`src/rtl/sync_fifo_ft_if.sv`:
```
// Handshake and status bundle for sync_fifo_ft.
// The master side is the producer/consumer; the slave side is the FIFO.
interface sync_fifo_ft_if #(
  parameter int DW    = 8,
  parameter int DEPTH = 16
);
  localparam int AW = $clog2(DEPTH);

  logic          flush;
  logic          clr_err;
  logic          wen;
  logic [DW-1:0] data_in;
  logic          ren;
  logic [DW-1:0] data_out;
  logic          data_valid;
  logic          empty;
  logic          full;
  logic          almost_empty;
  logic          almost_full;
  logic [AW:0]   count;
  logic          overflow;
  logic          underflow;

  modport master (
    output flush, clr_err, wen, data_in, ren,
    input  data_out, data_valid, empty, full, almost_empty, almost_full,
           count, overflow, underflow
  );

  modport slave (
    input  flush, clr_err, wen, data_in, ren,
    output data_out, data_valid, empty, full, almost_empty, almost_full,
           count, overflow, underflow
  );
endinterface

```
`src/rtl/sync_fifo_ft.sv`:
```
// Single-clock FIFO with extra-MSB pointers, occupancy count, almost flags,
// standard or first-word-fall-through read mode, flush and sticky error flags.
module sync_fifo_ft #(
  parameter int DW        = 8,
  parameter int DEPTH     = 16,
  parameter int FWFT      = 0,
  parameter int AF_THRESH = DEPTH - 2,
  parameter int AE_THRESH = 2
) (
  input  logic           clk,
  input  logic           rst_n,
  sync_fifo_ft_if.slave  bus
);
  localparam int          AW   = $clog2(DEPTH);
  localparam logic [AW:0] AF_C = (AW + 1)'(AF_THRESH);
  localparam logic [AW:0] AE_C = (AW + 1)'(AE_THRESH);

  logic [DW-1:0] mem_q [DEPTH];
  logic [AW:0]   wptr_q, wptr_d;
  logic [AW:0]   rptr_q, rptr_d;
  logic          ovf_q, ovf_d;
  logic          unf_q, unf_d;
  logic [DW-1:0] dout_q, dout_d;
  logic          dvalid_q, dvalid_d;
  logic [AW:0]   count;
  logic          empty;
  logic          full;
  logic          wr_acc;
  logic          rd_acc;

  assign count = wptr_q - rptr_q;
  assign empty = (wptr_q == rptr_q);
  assign full  = (wptr_q[AW] != rptr_q[AW]) && (wptr_q[AW-1:0] == rptr_q[AW-1:0]);

  always_comb begin
    wr_acc   = bus.wen && !full && !bus.flush;
    rd_acc   = bus.ren && !empty && !bus.flush;
    wptr_d   = wptr_q;
    rptr_d   = rptr_q;
    ovf_d    = ovf_q;
    unf_d    = unf_q;
    dout_d   = dout_q;
    dvalid_d = 1'b0;

    // Setting an error wins over clearing it in the same cycle.
    if (bus.clr_err) begin
      ovf_d = 1'b0;
      unf_d = 1'b0;
    end
    if (!bus.flush) begin
      if (bus.wen && full)  ovf_d = 1'b1;
      if (bus.ren && empty) unf_d = 1'b1;
    end

    if (bus.flush) begin
      wptr_d = '0;
      rptr_d = '0;
    end else begin
      if (wr_acc) wptr_d = wptr_q + 1'b1;
      if (rd_acc) begin
        rptr_d   = rptr_q + 1'b1;
        dout_d   = mem_q[rptr_q[AW-1:0]];
        dvalid_d = 1'b1;
      end
    end
  end

  always_ff @(posedge clk or negedge rst_n) begin
    if (!rst_n) begin
      wptr_q   <= '0;
      rptr_q   <= '0;
      ovf_q    <= 1'b0;
      unf_q    <= 1'b0;
      dout_q   <= '0;
      dvalid_q <= 1'b0;
    end else begin
      wptr_q   <= wptr_d;
      rptr_q   <= rptr_d;
      ovf_q    <= ovf_d;
      unf_q    <= unf_d;
      dout_q   <= dout_d;
      dvalid_q <= dvalid_d;
    end
  end

  // Storage carries no reset so it can map onto RAM.
  always_ff @(posedge clk) begin
    if (wr_acc) mem_q[wptr_q[AW-1:0]] <= bus.data_in;
  end

  assign bus.data_out     = (FWFT != 0) ? (empty ? '0 : mem_q[rptr_q[AW-1:0]]) : dout_q;
  assign bus.data_valid   = (FWFT != 0) ? !empty : dvalid_q;
  assign bus.empty        = empty;
  assign bus.full         = full;
  assign bus.count        = count;
  assign bus.almost_empty = (count <= AE_C);
  assign bus.almost_full  = (count >= AF_C);
  assign bus.overflow     = ovf_q;
  assign bus.underflow    = unf_q;
endmodule
```
`src/flat_wrapper.sv`:
```
// flat-port wrapper written by rule: the top's interface ports become plain ports
module sync_fifo_ft_flat 
#(
  parameter int DW        = 8,
  parameter int DEPTH     = 16,
  parameter int FWFT      = 0,
  parameter int AF_THRESH = DEPTH - 2,
  parameter int AE_THRESH = 2
)
  (clk, rst_n, bus_flush, bus_clr_err, bus_wen, bus_data_in, bus_ren, bus_data_out, bus_data_valid, bus_empty, bus_full, bus_almost_empty, bus_almost_full, bus_count, bus_overflow, bus_underflow);
  sync_fifo_ft_if #(.DW(DW), .DEPTH(DEPTH)) bus_i ();
  input  logic clk;
  input  logic rst_n;
  input wire logic [$bits(bus_i.flush)-1:0] bus_flush;
  input wire logic [$bits(bus_i.clr_err)-1:0] bus_clr_err;
  input wire logic [$bits(bus_i.wen)-1:0] bus_wen;
  input wire logic [$bits(bus_i.data_in)-1:0] bus_data_in;
  input wire logic [$bits(bus_i.ren)-1:0] bus_ren;
  output wire logic [$bits(bus_i.data_out)-1:0] bus_data_out;
  output wire logic [$bits(bus_i.data_valid)-1:0] bus_data_valid;
  output wire logic [$bits(bus_i.empty)-1:0] bus_empty;
  output wire logic [$bits(bus_i.full)-1:0] bus_full;
  output wire logic [$bits(bus_i.almost_empty)-1:0] bus_almost_empty;
  output wire logic [$bits(bus_i.almost_full)-1:0] bus_almost_full;
  output wire logic [$bits(bus_i.count)-1:0] bus_count;
  output wire logic [$bits(bus_i.overflow)-1:0] bus_overflow;
  output wire logic [$bits(bus_i.underflow)-1:0] bus_underflow;
  assign bus_i.flush = bus_flush;
  assign bus_i.clr_err = bus_clr_err;
  assign bus_i.wen = bus_wen;
  assign bus_i.data_in = bus_data_in;
  assign bus_i.ren = bus_ren;
  assign bus_data_out = bus_i.data_out;
  assign bus_data_valid = bus_i.data_valid;
  assign bus_empty = bus_i.empty;
  assign bus_full = bus_i.full;
  assign bus_almost_empty = bus_i.almost_empty;
  assign bus_almost_full = bus_i.almost_full;
  assign bus_count = bus_i.count;
  assign bus_overflow = bus_i.overflow;
  assign bus_underflow = bus_i.underflow;
  sync_fifo_ft #(.DW(DW), .DEPTH(DEPTH), .FWFT(FWFT), .AF_THRESH(AF_THRESH), .AE_THRESH(AE_THRESH)) u_core (.clk(clk), .rst_n(rst_n), .bus(bus_i));
endmodule
```
`config.mk`:
```
export PLATFORM = sky130hd
export DESIGN_NAME = sync_fifo_ft_flat
export DESIGN_NICKNAME = d
export VERILOG_FILES = /design/src/rtl/sync_fifo_ft_if.sv /design/src/rtl/sync_fifo_ft.sv /design/src/flat_wrapper.sv
export SDC_FILE = /design/constraint.sdc
export NUM_CORES = 1
export LEC_CHECK = 0
export CORE_MARGIN = 4
export CORE_UTILIZATION = 50
export DETAILED_ROUTE_END_ITERATION = 7
export PLACE_DENSITY_LB_ADDON = 0.08
export SLEW_MARGIN = 10
export SYNTH_ARGS = -nofsm -noshare
export SYNTH_HDL_FRONTEND = slang
export SYNTH_SLANG_ARGS = --single-unit
```
`constraint.sdc`:
```
create_clock -name clk -period 5.4 [get_ports clk]
set_input_delay 1.08 -clock clk [delete_from_list [all_inputs] [get_ports clk]]
set_output_delay 1.08 -clock clk [all_outputs]
set_load 0.1 [all_outputs]
```
======== Word-level counts from Yosys, hierarchy flattened ========
Memory sizes are Yosys's and may differ from the RTL's. A register that Yosys moved wholly into a read port is not among the register bits.
Index checks and enable logic that the tools add are counted.
word-level totals
  flip-flop bits (word level) ............. 13
  RAM bits ................................ 128
  input bits .............................. 14
  output and inout bits ................... 20
  word-level logic and storage cells ...... 43
  memories kept ........................... 1
memory list
  name          words  bits a word  rd ports  clocked after memory_dff  wr ports  RTL line            text
  u_core.mem_q  16     8            1         1                         1         sync_fifo_ft.sv:18  logic [DW-1:0] mem_q [DEPTH];
cells by class
  add/sub/neg operators ................... 3
  order comparisons ....................... 2
  equality and inequality tests ........... 3
  mux-type cells .......................... 14
  bitwise gates (word level) .............. 1
  reductions and logical operators ........ 14
operators by type and width
  kind                 number
  $mux 5               4
  $add 5x1->5 const B  2
  $mux 1               10
  $logic_and 1x1->1    7
  $eq 5x5->1           1
  $ge 5x4->1 const B   1
  $le 5x2->1 const B   1
  $sub 5x5->5          1
  $eq 4x4->1           1
  $logic_not 1->1      4
  $reduce_bool 2->1    2
  $reduce_and 2->1     1
  $ne 1x1->1           1
  $not 1->1            1

======== Depth between registers and ports, before layout ========
  depth in word-level cells ............... 7
  mapped depth ............................ 8
  depth with buffers taken out ............ 8

======== Worst setup path after synthesis ========
No wires, ideal clock.
  path type ............................... register to output
  start ................................... register u_core.rptr_q[1]
  end ..................................... output port bus_almost_empty
  arrival ................................. 4.882 ns
  data required time ...................... 4.320 ns
  setup slack ............................. -0.562 ns
  cell stages (with the launch flop) ...... 8
  buffers on the path ..................... 1
  cells stage by stage .................... dfrtp_1 -> clkbuf_1 -> inv_1 -> fa_1 -> a21o_1 -> a21oi_1 -> xnor2_1 -> a211oi_1
on the way
  word-level cells in the longest chain between the ends .. 2
ends and longest elaborated chain
  element                 RTL line            text
  from (decl)             sync_fifo_ft.sv:20  logic [AW:0] rptr_q, rptr_d;
  from (signal assigned)  sync_fifo_ft.sv:78  rptr_q <= rptr_d;
  $sub 5x5->5             sync_fifo_ft.sv:31  assign count = wptr_q - rptr_q;
  via bus_count[4]        flat_wrapper.sv:25  output wire logic [$bits(bus_i.count)-1:0] bus_count;
  $le 5x2->1              sync_fifo_ft.sv:96  assign bus.almost_empty = (count <= AE_C);
  to (decl)               flat_wrapper.sv:23  output wire logic [$bits(bus_i.almost_empty)-1:0] bus_almost_empty;
The timed path passes the listed nets, and every way through them passes these cells.

======== Worst setup path in the final report ========
  start ................................... register u_core.rptr_q[1]
  end ..................................... output port bus_full
on the way
  word-level cells in the longest chain between the ends .. 2
ends and longest elaborated chain
  element            RTL line            text
  $eq 4x4->1         sync_fifo_ft.sv:33  assign full = (wptr_q[AW] != rptr_q[AW]) && (wptr_q[AW-1:0] == rptr_q[AW-1:0]);
  $logic_and 1x1->1  sync_fifo_ft.sv:33
  to (decl)          flat_wrapper.sv:22  output wire logic [$bits(bus_i.full)-1:0] bus_full;
No other way between the ends.

==> results.tsv <==
metric	value	unit
RSZ-0062 raised after global routing	false	
worst setup path class	reg2out	
worst vdd ir	0.228	mV
Std-Cell Rows	40	
Pwr Density	465	nW/um2
syn_nets	386	
DR iter-0 viols	214	
nets	427	
R2R Path Start	u_core.rptr_q[1]	
antenna viol nets, final	0	
CTS Buf Count	17	
Hold Crit Class	reg2reg	
postcts setup bufs	0	
WP data arrival	3.52	ns
Layout Skew	0.00754	ns
Die Wd	119	um
relative slew slack	28.9	%
Async S/R FF share, synth	14.1	%
sequential-to-total area share from yosys stat	71.4	%
final worst setup slack	0.802	ns
WL/cell	22.6	um
Cells after Synth	362	
largest cells by area after synthesis	edfxtp_1 (63%), dfrtp_1 (8.6%), mux4_2 (5.9%)	
Critical path origin	u_core.rptr_q[1]	
Leak	2.35	nW
Cell variety after synth	44	
Final Slew Violations	0	
Final Cell Area	7110	um2
P_int	0.00221	W
yosys warns	0	
Seq cells post-synth	149	
NetSw	0.00110	W
post-synth top area cell	edfxtp_1	
CTS resizes	0	
Clk Latency, worst-skew pair	0.41	ns
Seq pwr share	40.1	%
Max clock buf depth	2	
highest clock rate	0.217	GHz
H-tree depth	4	
Hold WS	0.515	ns
Top Ports	34	
Post-synth EDFFs	128	
hold buffers post-CTS	0	
first-pass GRT wire length	19.6	mm
peak fanout along the critical path	16	
CTS root buf	clkbuf_16	
Sink Count	149	
clock network fraction of design power	32.3	%
grt ovf	0	
Worst-Margin Slew	1.06	ns
hold path startpoint	u_core.bus.underflow	
fin crit share	85.2	%
Final Setup Violations	0	
HPWL Detailed	8.08	mm
vias in the first global route	3349	
top-area cell type share of the netlist area	62.8	%
combinational fraction of design power	27.7	%
Routed WL	12.7	mm
DIE HEIGHT	119	um
core area	12000	um2
sw frac	33.2	%
final worst path period need	4.60	ns
Tot Pwr	0.00331	W
required time of the critical path	4.32	ns
Mapped Area	6120	um2
clk slew on worst S/H paths	0.05	ns
Die ar.	14100	um2
largest net degree at the start of global routing	52	
# fillers	922	
outcome	finished clean	
top cell types by occurrence after synthesis	edfxtp_1 (128), mux2i_1 (34), nor2_1 (31)	
crit start category	register	
routed vias	3292	
Area Overhead vs Synth	16.2	%
CP Capture Type	output pin	
setup TNS	0	ns
initial antenna violation count	0	
dpl ws	1.17	ns
DR vias/cell	5.85	
clock tree from TritonCTS	built	
max cap viols	0	
most instantiated library cell after synthesis	edfxtp_1	
final hold vios	0	
GPL Wtd Cong	0.790	
GRT Total Usage	19.3	%
layout cells sized above 1	13.7	%
ys flop type	edfxtp_1	
initial core utilization	50.9	%
I/O Buffers	33	
# diodes	0	
Post-Syn Area per Cell	16.9	um2
first-pass detailed-route iteration total	5	
DRC	0	
area post-placement	6570	um2
==> stage by stage <==
| stage | utilization [%] | cells |
|---|---|---|
| after floorplan | - | 362 |
| after global placement | 54.7 | 531 |
| after detailed placement | 54.7 | 531 |
| after CTS | 59.2 | 563 |
| after global routing | 59.2 | 563 |
| final | 59.2 | 563 |
==> power groups by stage <==
stage / Combinational [W] / Sequential, W / Clock (W)
3_5_place_dp: 0.000924 / 0.00135 / 0
3_3_place_gp: 0.000918 / 0.00135 / 0
6_report: 0.000915 / 0.00132 / 0.00107
5_1_grt: 0.000963 / 0.00133 / 0.00114
4_1_cts: 0.000925 / 0.00133 / 0.00109
2_1_floorplan: 0.000501 / 0.00157 / 0
==> worst max-delay path, stage by stage, from the launching register on <==
cell             delay, ns
dfrtp_1               0.74
inv_1                 0.37
ha_1                  0.42
nand4_2               0.25
nor2_1                0.16
clkdlybuf4s50_1       1.15
==> worst paths after layout <==
| kind | endpoint | slack (ns) | cells past startpoint |
|---|---|---|---|
| setup / recovery | bus_full | 0.80 | 5 |
| min in group asynchronous | u_core.bus.underflow | 1.25 | 1 |
| setup reg to reg | u_core.mem_q[5][0] | 1.95 | 6 |
| hold / removal | u_core.bus.underflow | 0.51 | 2 |
| max in group asynchronous | u_core.rptr_q[0] | 3.44 | 1 |
| hold reg to reg | u_core.bus.underflow | 0.51 | 2 |
==> cell families (layout without fill, tap and decap cells) <==
kind of cell	after synthesis	count (layout)	synth area share, %
adder cells (fa/ha/maj)	10	10	2.17
flip-flops	149	149	71.4
buffers and inverters	25	79	2.21
multiplexers	50	50	11.5
AO/OA/AOI/OAI	61	61	6.61
AND/OR/NAND/NOR	57	57	4.46
XOR/XNOR	10	10	1.68
==> cell type report <==
| class | count | area (um2) | area share, % |
|---|---|---|---|
| Inverter | 9 | 33.8 | 0.475 |
| Clock buffer | 28 | 487 | 6.85 |
| Tap cell | 147 | 184 | 2.59 |
| Multi-Input combinational cell | 188 | 1630 | 22.9 |
| Timing Repair Buffer | 38 | 358 | 5.04 |
| Sequential cell | 149 | 4370 | 61.5 |
| Clock inverter | 4 | 47.5 | 0.669 |
==> state kept, by name (all words and copies together) (netlist names) <==
| signal | cells |
|---|---|
| u_core.mem_q | 128 |
| u_core.rptr_q | 5 |
| u_core.bus.data_out | 8 |
| u_core.wptr_q | 5 |
| u_core.bus.data_valid | 1 |
| u_core.bus.overflow | 1 |
| u_core.bus.underflow | 1 |
==> metal layers <==
layer  vias to the layer above  global-route usage [%]  part of all wire (%)
met4                         0                    7.46                   1.7
met5                         -                       0                     0
met1                      1666                    26.6                    45
met2                       107                    28.6                    47
li1                       1502                       -                     -
met3                        17                    6.08                   6.1
==> layout by cell type, fill, tap and decap left out, types with 2 or more instances in the layout <==
master and n:
a21o_1 2, inv_1 9, o21ai_0 12, xnor2_1 2, clkinv_2 2, and2_1 2
nand2b_1 4, mux4_2 16, dfrtp_1 20, nor3_1 4, edfxtp_1 128, clkbuf_16 17
a21oi_1 12, a31oi_1 8, clkbuf_1 9, buf_4 9, ha_1 9, xnor2_2 2
mux2i_1 34, o32ai_1 2, clkdlybuf4s50_1 29, xor2_1 5, o211ai_1 3, nand2_1 5
a221oi_1 8, or3_1 3, clkbuf_8 2, nor2b_1 2, nor2_1 31, o22ai_1 8
No activity file was read; power rests on OpenSTA's default activity.
